===== src/rtl/cei_mochila_periph_bridge.sv =====
// Peripheral bridge: decodes one system-bus access onto a one-hot target port.
// Optional access timeout is enabled by defining CEI_MOCHILA_PERIPH_TIMEOUT_EN.
package cei_mochila_periph_pkg;

  typedef struct packed {
    logic [31:0] idx;
    logic [31:0] start_addr;
    logic [31:0] end_addr;
  } addr_rule_t;

  localparam addr_rule_t BOOTROM_RULE = '{
    idx:        32'd0,
    start_addr: 32'hF001_0000,
    end_addr:   32'hF002_0000
  };

  localparam logic [31:0] ERR_RDATA = 32'hBADA_CCE5;

endpackage

module cei_mochila_periph_bridge
  import cei_mochila_periph_pkg::*;
#(
  parameter int unsigned NUM_PERIPH = 1,
  parameter addr_rule_t [NUM_PERIPH-1:0] ADDR_RULES =
    {NUM_PERIPH{BOOTROM_RULE}},
  parameter int unsigned TIMEOUT_CYCLES = 255
) (
  input  logic                     clk_i,
  input  logic                     rst_ni,
  input  logic                     req_i,
  output logic                     gnt_o,
  input  logic [31:0]              addr_i,
  input  logic                     we_i,
  input  logic [3:0]               be_i,
  input  logic [31:0]              wdata_i,
  output logic                     rvalid_o,
  output logic [31:0]              rdata_o,
  output logic [NUM_PERIPH-1:0]    periph_req_o,
  output logic [31:0]              periph_addr_o,
  output logic                     periph_we_o,
  output logic [3:0]               periph_be_o,
  output logic [31:0]              periph_wdata_o,
  input  logic [NUM_PERIPH*32-1:0] periph_rdata_i,
  input  logic [NUM_PERIPH-1:0]    periph_ready_i,
  output logic                     err_o
);

  localparam int IW = (NUM_PERIPH > 1) ? $clog2(NUM_PERIPH) : 1;

  typedef enum logic [1:0] {
    IDLE,
    ACCESS,
    RESP
  } state_t;

  state_t          state_q;
  state_t          state_d;
  logic [IW-1:0]   sel_q;
  logic [IW-1:0]   dec_sel;
  logic            dec_hit;
  logic            sel_ready;
  logic [31:0]     sel_rdata;
  logic            timeout;
  logic [31:0]     rdata_q;
  logic            err_q;

  assign gnt_o    = req_i & (state_q == IDLE) & rst_ni;
  assign rvalid_o = (state_q == RESP);
  assign rdata_o  = rvalid_o ? rdata_q : 32'h0;
  assign err_o    = rvalid_o & err_q;

  // Address decode; walking down makes the lowest matching rule win.
  always_comb begin
    dec_hit = 1'b0;
    dec_sel = '0;
    for (int i = NUM_PERIPH - 1; i >= 0; i--) begin
      if (addr_i >= ADDR_RULES[i].start_addr &&
          addr_i <  ADDR_RULES[i].end_addr) begin
        dec_hit = 1'b1;
        dec_sel = ADDR_RULES[i].idx[IW-1:0];
      end
    end
  end

  // Steer request out to, and ready/data in from, the selected target only.
  always_comb begin
    sel_ready    = 1'b0;
    sel_rdata    = 32'h0;
    periph_req_o = '0;
    for (int i = 0; i < NUM_PERIPH; i++) begin
      if (sel_q == IW'(i)) begin
        sel_ready       = periph_ready_i[i];
        sel_rdata       = periph_rdata_i[32*i +: 32];
        periph_req_o[i] = (state_q == ACCESS);
      end
    end
  end

`ifdef CEI_MOCHILA_PERIPH_TIMEOUT_EN
  localparam int CW = $clog2(TIMEOUT_CYCLES + 1);

  logic [CW-1:0] cnt_q;

  // Count ACCESS cycles; zeroed as the access is accepted.
  always_ff @(posedge clk_i or negedge rst_ni) begin
    if (!rst_ni) begin
      cnt_q <= '0;
    end else if (gnt_o) begin
      cnt_q <= '0;
    end else if (state_q == ACCESS) begin
      cnt_q <= cnt_q + CW'(1);
    end
  end

  assign timeout = (state_q == ACCESS) &&
                   (cnt_q == CW'(TIMEOUT_CYCLES - 1));
`else
  assign timeout = 1'b0;
`endif

  // State register.
  always_ff @(posedge clk_i or negedge rst_ni) begin
    if (!rst_ni) begin
      state_q <= IDLE;
    end else begin
      state_q <= state_d;
    end
  end

  // Next state; ready wins over a coincident timeout.
  always_comb begin
    state_d = state_q;
    unique case (state_q)
      IDLE: begin
        if (gnt_o) begin
          state_d = dec_hit ? ACCESS : RESP;
        end
      end
      ACCESS: begin
        if (sel_ready || timeout) begin
          state_d = RESP;
        end
      end
      RESP:    state_d = IDLE;
      default: state_d = IDLE;
    endcase
  end

  // Capture the accepted transaction and its eventual response.
  always_ff @(posedge clk_i or negedge rst_ni) begin
    if (!rst_ni) begin
      periph_addr_o  <= 32'h0;
      periph_we_o    <= 1'b0;
      periph_be_o    <= 4'h0;
      periph_wdata_o <= 32'h0;
      sel_q          <= '0;
      rdata_q        <= 32'h0;
      err_q          <= 1'b0;
    end else if (gnt_o) begin
      periph_addr_o  <= addr_i;
      periph_we_o    <= we_i;
      periph_be_o    <= be_i;
      periph_wdata_o <= wdata_i;
      sel_q          <= dec_sel;
      rdata_q        <= dec_hit ? 32'h0 : ERR_RDATA;
      err_q          <= ~dec_hit;
    end else if (state_q == ACCESS) begin
      if (sel_ready) begin
        rdata_q <= periph_we_o ? 32'h0 : sel_rdata;
        err_q   <= 1'b0;
      end else if (timeout) begin
        rdata_q <= ERR_RDATA;
        err_q   <= 1'b1;
      end
    end
  end

endmodule


===== config.mk =====
export PLATFORM = sky130hd
export DESIGN_NAME = cei_mochila_periph_bridge
export DESIGN_NICKNAME = d
export VERILOG_FILES = /design/src/rtl/cei_mochila_periph_bridge.sv
export SDC_FILE = /design/constraint.sdc
export NUM_CORES = 1
export LEC_CHECK = 0
export BUFFER_PORTS_ARGS = -buffer_cell sky130_fd_sc_hd__buf_4
export CORE_MARGIN = 2
export CORE_UTILIZATION = 49
export CTS_CLUSTER_SIZE = 12
export DETAILED_ROUTE_END_ITERATION = 12
export HOLD_SLACK_MARGIN = 0.02
export PLACE_DENSITY = 0.83
export SLEW_MARGIN = 10
export SYNTH_ARGS = -nofsm -noshare
export SYNTH_HDL_FRONTEND = slang
export SYNTH_SLANG_ARGS = --single-unit

===== constraint.sdc =====
create_clock -name clk_i -period 3 [get_ports clk_i]
set_input_delay 0.6 -clock clk_i [delete_from_list [all_inputs] [get_ports clk_i]]
set_output_delay 0.6 -clock clk_i [all_outputs]
set_load 0.02 [all_outputs]

==> results of run 1 <==
==> layout by cell type (no fill, tap or decap) <==
| master | count |
|---|---|
| a21o_1 | 1 |
| o2bb2ai_1 | 1 |
| nor4b_2 | 3 |
| a211o_1 | 7 |
| inv_1 | 1 |
| inv_6 | 1 |
| nor2_2 | 1 |
| dfrtp_1 | 104 |
| nor2b_1 | 1 |
| a2bb2oi_1 | 1 |
| clkinv_2 | 2 |
| clkbuf_8 | 11 |
| buf_4 | 216 |
| and2b_1 | 1 |
| nand2_1 | 207 |
| and2_1 | 33 |
| a221o_1 | 12 |
| nor4_1 | 1 |
| nand3b_2 | 1 |
| bufinv_16 | 2 |
| nor4b_1 | 6 |
| a41oi_2 | 1 |
| nand4bb_4 | 1 |
| and4b_1 | 1 |
| nand4_1 | 1 |
| a21oi_4 | 1 |
| a22o_1 | 13 |
| clkinv_4 | 1 |
==> path summary, 6_finish.rpt <==
check | to | slack (ns) | cells after the start
max | rdata_q[25] | 0.52 | 4
min | periph_addr_o[9] | 0.32 | 2
max reg2reg | rdata_q[0] | 1.01 | 5
min reg2reg | periph_wdata_o[24] | 0.48 | 2
max in group asynchronous | rdata_q[14] | 1.49 | 3
min in group clk_i | periph_wdata_o[28] | 0.42 | 3
==> cell families (layout without fill, tap and decap cells) <==
| logic type | after synthesis | after routing | share of synthesized area |
|---|---|---|---|
| AOI/OAI and AO/OA | 37 | 37 | 0.08135 |
| buffers and inverters | 29 | 234 | 0.03566 |
| DFF | 104 | 104 | 0.6130 |
| and+or+nand+nor | 257 | 257 | 0.2700 |
==> final cells by class <==
| type | count | area [sq um] |
|---|---|---|
| sequential | 104 | 2603 |
| fill | 625 | 2186 |
| timing repair buffer | 216 | 1622 |
| multi-input combinational | 294 | 1515 |
| clock buffer | 11 | 151.4 |
| tap | 105 | 131.4 |
| clock inverter | 5 | 78.83 |
| inverter | 2 | 12.51 |
==> state kept, by name (all words and copies together), names as in the netlist <==
signal,count
periph_we_o,1
periph_be_o,4
periph_addr_o,32
state_q,2
err_q,1
rdata_q,32
periph_wdata_o,32
==> power groups by stage <==
stage	sequential, mW	combinational, mW	clock (mW)
after floorplan	1.87	0.243	0
after global placement	1.71	0.846	0
after detailed placement	1.71	0.870	0
after CTS	1.69	0.871	0.986
after global routing	1.71	0.927	1.05
final	1.69	0.859	0.967
==> synth_stat cells (3+ instances only) <==
cell,count
a211o_1,7
a221o_1,12
a22o_1,13
and2_1,33
buf_2,11
buf_4,4
clkbuf_1,10
dfrtp_1,104
nand2_1,207
nor4b_1,6
nor4b_2,3
==> routing by layer <==
metal	up-vias	GRT usage	wire, microns
met2	174	0.4092	5633
met5	-	0	0
met3	17	0.08345	1120
li1	1778	-	-
met4	0	0.07692	221
met1	1778	0.3123	4590
==> per-stage QoR <==
step                hold WS [ns]  setup slack [ns]  total power, mW  utilization
floorplan                 0.3044             1.093            2.112            -
global placement          0.4595            0.2337            2.552       0.7089
detailed placement        0.4630            0.1300            2.585       0.7089
CTS                       0.3262            0.5140            3.547       0.7366
global route              0.3473            0.4626            3.688       0.7366
finish                    0.3173            0.5170            3.516       0.7366
==> results.json, run 1 <==
{
  "drv_cap": 0,
  "synthCells": 427,
  "postSynthAreaPerCell_sq_um": 9.942,
  "fin_setup_tns_ns": 0,
  "grt_pass1_vias": 3782,
  "wl_per_cell_microns": 15.69,
  "routed_wl_microns": 11570,
  "die_h_microns": 97.08,
  "dpl_cell_area_sq_um": 5883,
  "rsz0062_at_grt": "false",
  "finalCriticalPeriod_ns": 2.483,
  "htree_levels": 3,
  "worstSetupPathType": "input port to flop",
  "yosysSeqAreaShare": 0.6130,
  "first_iter_violations": 126,
  "cts_made_buffers": 9,
  "critPathCaptureType": "flop",
  "p_leak_nw": 3.361,
  "fin_cells": 737,
  "clock_power_share": 0.275,
  "synth_edf_count": 0,
  "crit_required_ns": 3.24,
  "cp-start-kind": "input port",
  "diodes": 0,
  "grt_usage": 0.2484,
  "synth_area_sq_um": 4245,
  "crit_buf_inv": 1,
  "design_area_sq_um": 6113,
  "combinationalPowerShare": 0.244,
  "worstMarginPinSlew_ns": 0.9570,
  "status": "finished, final reports clean",
  "synth-main-ff-cell": "dfrtp_1",
  "grt_pass1_wl_microns": 18790,
  "nets": 732,
  "period_share": 0.8277,
  "port_buffers": 209,
  "path_clk_slew_ns": 0.10,
  "fmax_ghz": 0.4027,
  "postCtsResizedCells": 0,
  "num_vias": 3747,
  "finClkSkew_ns": 0.01121,
  "dieArea_sq_um": 9425,
  "crit_chain": "buf_4 > nor4_1 > a41oi_2 > a221o_1",
  "ys_async_sr_fraction": 1.000,
  "antenna_found_initial": 0,
  "viasPerCell": 5.084,
  "post_cts_buffers": 0,
  "synth_top_area_share": 0.6130,
  "cts_buffer_depth": 2,
  "synth-seq-cells": 104,
  "cts_tree": "done",
  "cts_hold_buffers": 0,
  "syn-num-nets": 532,
  "area_growth_syn_to_layout_pct": 44.00,
  "hold_class": "input port to asynchronous set/reset pin",
  "switchingPower_mw": 1.034,
  "max-vdd-ir-drop_uv": 428.7,
  "switching_share": 0.2941,
  "p_int_mw": 2.482,
  "drc": 0,
  "timing.rr.start": "state_q[0]",
  "drv_slew": 0,
  "yosys_warnings": 0,
  "insertion_delay_ns": 0.36,
  "grt_start_max_net_pins": 65,
  "ys_types": 28,
  "critPathMaxFanout": 20,
  "hold_viol": 0,
  "chipWidth_microns": 97.08,
  "setup_viol": 0,
  "crit_start": "addr_i[20]",
  "drt_pass1_iterations": 4,
  "synth_area_leaders": "dfrtp_1, nand2_1, and2_1, a221o_1, a22o_1",
  "slowest_stage": "nor4_1",
  "cts-root-buf": "clkbuf_8",
  "drive_gt1_frac": 0.3813,
  "relSlewSlack": 0.3620,
  "final_antenna_net_count": 0,
  "worstPathArrival_ns": 2.72,
  "seq_power_share": 0.480,
  "synth.largest_area_cell": "dfrtp_1",
  "critPathTopFamily": "compound AO/OA/AOI/OAI gates",
  "dp_hpwl_microns": 8619,
  "cpPeakStageDelay_ns": 0.80,
  "power.density_nw_per_um2": 575.1,
  "pin_count": 210,
  "rows": 33,
  "placed_cells": 721,
  "cts_num_sinks": 104,
  "start_util": 0.5115,
  "core_sq_um": 8299,
  "gp_congestion": 0.8743,
  "overflow": 0
}
Power figures use the tool's default switching activity.
==> run 2: changes to the inputs <==
--- a/config.mk
+++ b/config.mk
@@ -7,11 +7,11 @@
 export LEC_CHECK = 0
 export BUFFER_PORTS_ARGS = -buffer_cell sky130_fd_sc_hd__buf_4
 export CORE_MARGIN = 2
-export CORE_UTILIZATION = 49
+export CORE_UTILIZATION = 46
 export CTS_CLUSTER_SIZE = 12
 export DETAILED_ROUTE_END_ITERATION = 12
 export HOLD_SLACK_MARGIN = 0.02
-export PLACE_DENSITY = 0.83
+export PLACE_DENSITY = 0.78
 export SLEW_MARGIN = 10
 export SYNTH_ARGS = -nofsm -noshare
 export SYNTH_HDL_FRONTEND = slang
==> constraint.sdc (replaced) <==
create_clock -name clk_i -period 2.4 [get_ports clk_i]
set_input_delay 0.48 -clock clk_i [delete_from_list [all_inputs] [get_ports clk_i]]
set_output_delay 0.48 -clock clk_i [all_outputs]
set_load 0.02 [all_outputs]
==> run 2 against run 1 <==
Compared with the run above: first-iteration DRC count shrank 7.1%; sequential share of layout area grew 0.17 points; flip-flop and latch count is the same; non-clock buffer count grew 2; clock power grew 5%; critical path type is now flop to output port; critical endpoint is now rdata_o[2]; largest power group unchanged.
==> results.json, run 2 (synthesis gave the netlist of run 1 again) <==
{
  "status": "finished, final reports clean",
  "cts_buffer_depth": 2,
  "power.density_nw_per_um2": 689.8,
  "core_sq_um": 9109,
  "cts_num_sinks": 104,
  "switchingPower_mw": 1.297,
  "crit_required_ns": 1.92,
  "fmax_ghz": 0.4964,
  "setup_viol": 0,
  "worstPathArrival_ns": 1.53,
  "grt_pass1_wl_microns": 17790,
  "grt_pass1_vias": 3607,
  "slowest_stage": "dfrtp_1",
  "post_cts_buffers": 0,
  "timing.rr.start": "state_q[0]",
  "diodes": 0,
  "switching_share": 0.3089,
  "drv_slew": 0,
  "first_iter_violations": 117,
  "worstMarginPinSlew_ns": 0.8317,
  "nets": 734,
  "design_area_sq_um": 6088,
  "htree_levels": 3,
  "drive_gt1_frac": 0.3817,
  "drc": 0,
  "max-vdd-ir-drop_uv": 340.7,
  "drv_cap": 0,
  "rsz0062_at_grt": "false",
  "dp_hpwl_microns": 8159,
  "cpMostUsedCell": "buf_4",
  "combinationalPowerShare": 0.254,
  "start_util": 0.4661,
  "finClkSkew_ns": 0.01277,
  "final_antenna_net_count": 0,
  "insertion_delay_ns": 0.35,
  "p_leak_nw": 3.347,
  "cpPeakStageDelay_ns": 0.45,
  "grt_start_max_net_pins": 69,
  "dpl_cell_area_sq_um": 5898,
  "die_h_microns": 100.1,
  "cp-start-kind": "flop",
  "grt_usage": 0.2249,
  "power.total_mw": 4.200,
  "drt_pass1_iterations": 4,
  "reg_top3": "periph_addr_o: 32 flops, periph_wdata_o: 32 flops, rdata_q: 32 flops",
  "cts_made_buffers": 9,
  "worstSetupPathType": "flop to output port",
  "gp_congestion": 0.8223,
  "overflow": 0,
  "clock_power_share": 0.243,
  "dieArea_sq_um": 10010,
  "hold_class": "input port to asynchronous set/reset pin",
  "antenna_found_initial": 0,
  "viasPerCell": 4.921,
  "crit_chain": "nor2b_1 > buf_4 > and2_1 > buf_4",
  "fin_setup_tns_ns": 0,
  "num_vias": 3666,
  "critPathCaptureType": "output port",
  "cts-root-buf": "clkbuf_8",
  "cts_tree": "done",
  "postCtsResizedCells": 0,
  "crit_start": "state_q[0]",
  "area_growth_syn_to_layout_pct": 43.41,
  "rows": 35,
  "wl_per_cell_microns": 14.97,
  "p_int_mw": 2.903,
  "port_buffers": 209,
  "finalCriticalPeriod_ns": 2.015,
  "chipWidth_microns": 100.1,
  "cts_hold_buffers": 0,
  "seq_power_share": 0.504,
  "critPathMaxFanout": 34,
  "r2r-end": "rdata_q[22]",
  "hold_viol": 0,
  "relSlewSlack": 0.4455,
  "path_clk_slew_ns": 0.10,
  "period_share": 0.8394,
  "reg2reg_depth": 5,
  "routed_wl_microns": 11160,
  "layout.cells.most_common": "buf_4",
  "final_cell_mix": "buf_4, nand2_1, dfrtp_1",
  "r2r_slack_ns": 0.62,
  "pin_count": 210
}
-- run 2: power by group through the flow --
stage	Clock, mW	Sequential, mW	Combinational (mW)
after floorplan	0	2.34	0.304
after global placement	0	2.14	1.06
after detailed placement	0	2.14	1.08
after CTS	1.05	2.12	1.08
after global routing	1.13	2.14	1.16
final	1.02	2.12	1.07
-- run 2: per-layer routing --
layer	share of wire	up-vias	GRT usage
met5	0	-	0
met4	0.014	0	0.06533
met3	0.078	14	0.05362
met2	0.48	153	0.3643
met1	0.42	1715	0.3055
li1	-	1784	-
-- run 2: final cells by class --
class                      count  area [sq um]
clock inverter                 5         38.79
multi-input combinational    294          1508
clock buffer                  11         151.4
fill                         734          3020
inverter                       2         12.51
sequential                   104          2603
tap                          111         138.9
timing repair buffer         218          1637
-- run 2: worst max path at each step --
stage,endpoint,depth (start not counted)
2_1_floorplan,rdata_o[22],3
3_3_place_gp,rdata_q[14],5
3_5_place_dp,rdata_q[17],5
4_1_cts,rdata_o[2],4
5_1_grt,rdata_o[29],4
6_report,rdata_o[2],4
-- run 2: critical path, delay by kind of cell, from the launching register on --
family,cells,cell delay (ns)
and+or+nand+nor,2,0.32
buffers and inverters,2,0.42
DFF,1,0.45
-- run 2: per-stage QoR --
| stage | util | setup WS, ns | hold slack, ns | instances |
|---|---|---|---|---|
| final | 0.6684 | 0.3854 | 0.2044 | 745 |
| after global routing | 0.6684 | 0.2335 | 0.2184 | 745 |
| after CTS | 0.6684 | 0.3615 | 0.2015 | 745 |
| after detailed placement | 0.6475 | 0.3591 | 0.4632 | 729 |
| after global placement | 0.6475 | 0.4380 | 0.4588 | 729 |
| after floorplan | - | 0.6201 | 0.1844 | 427 |
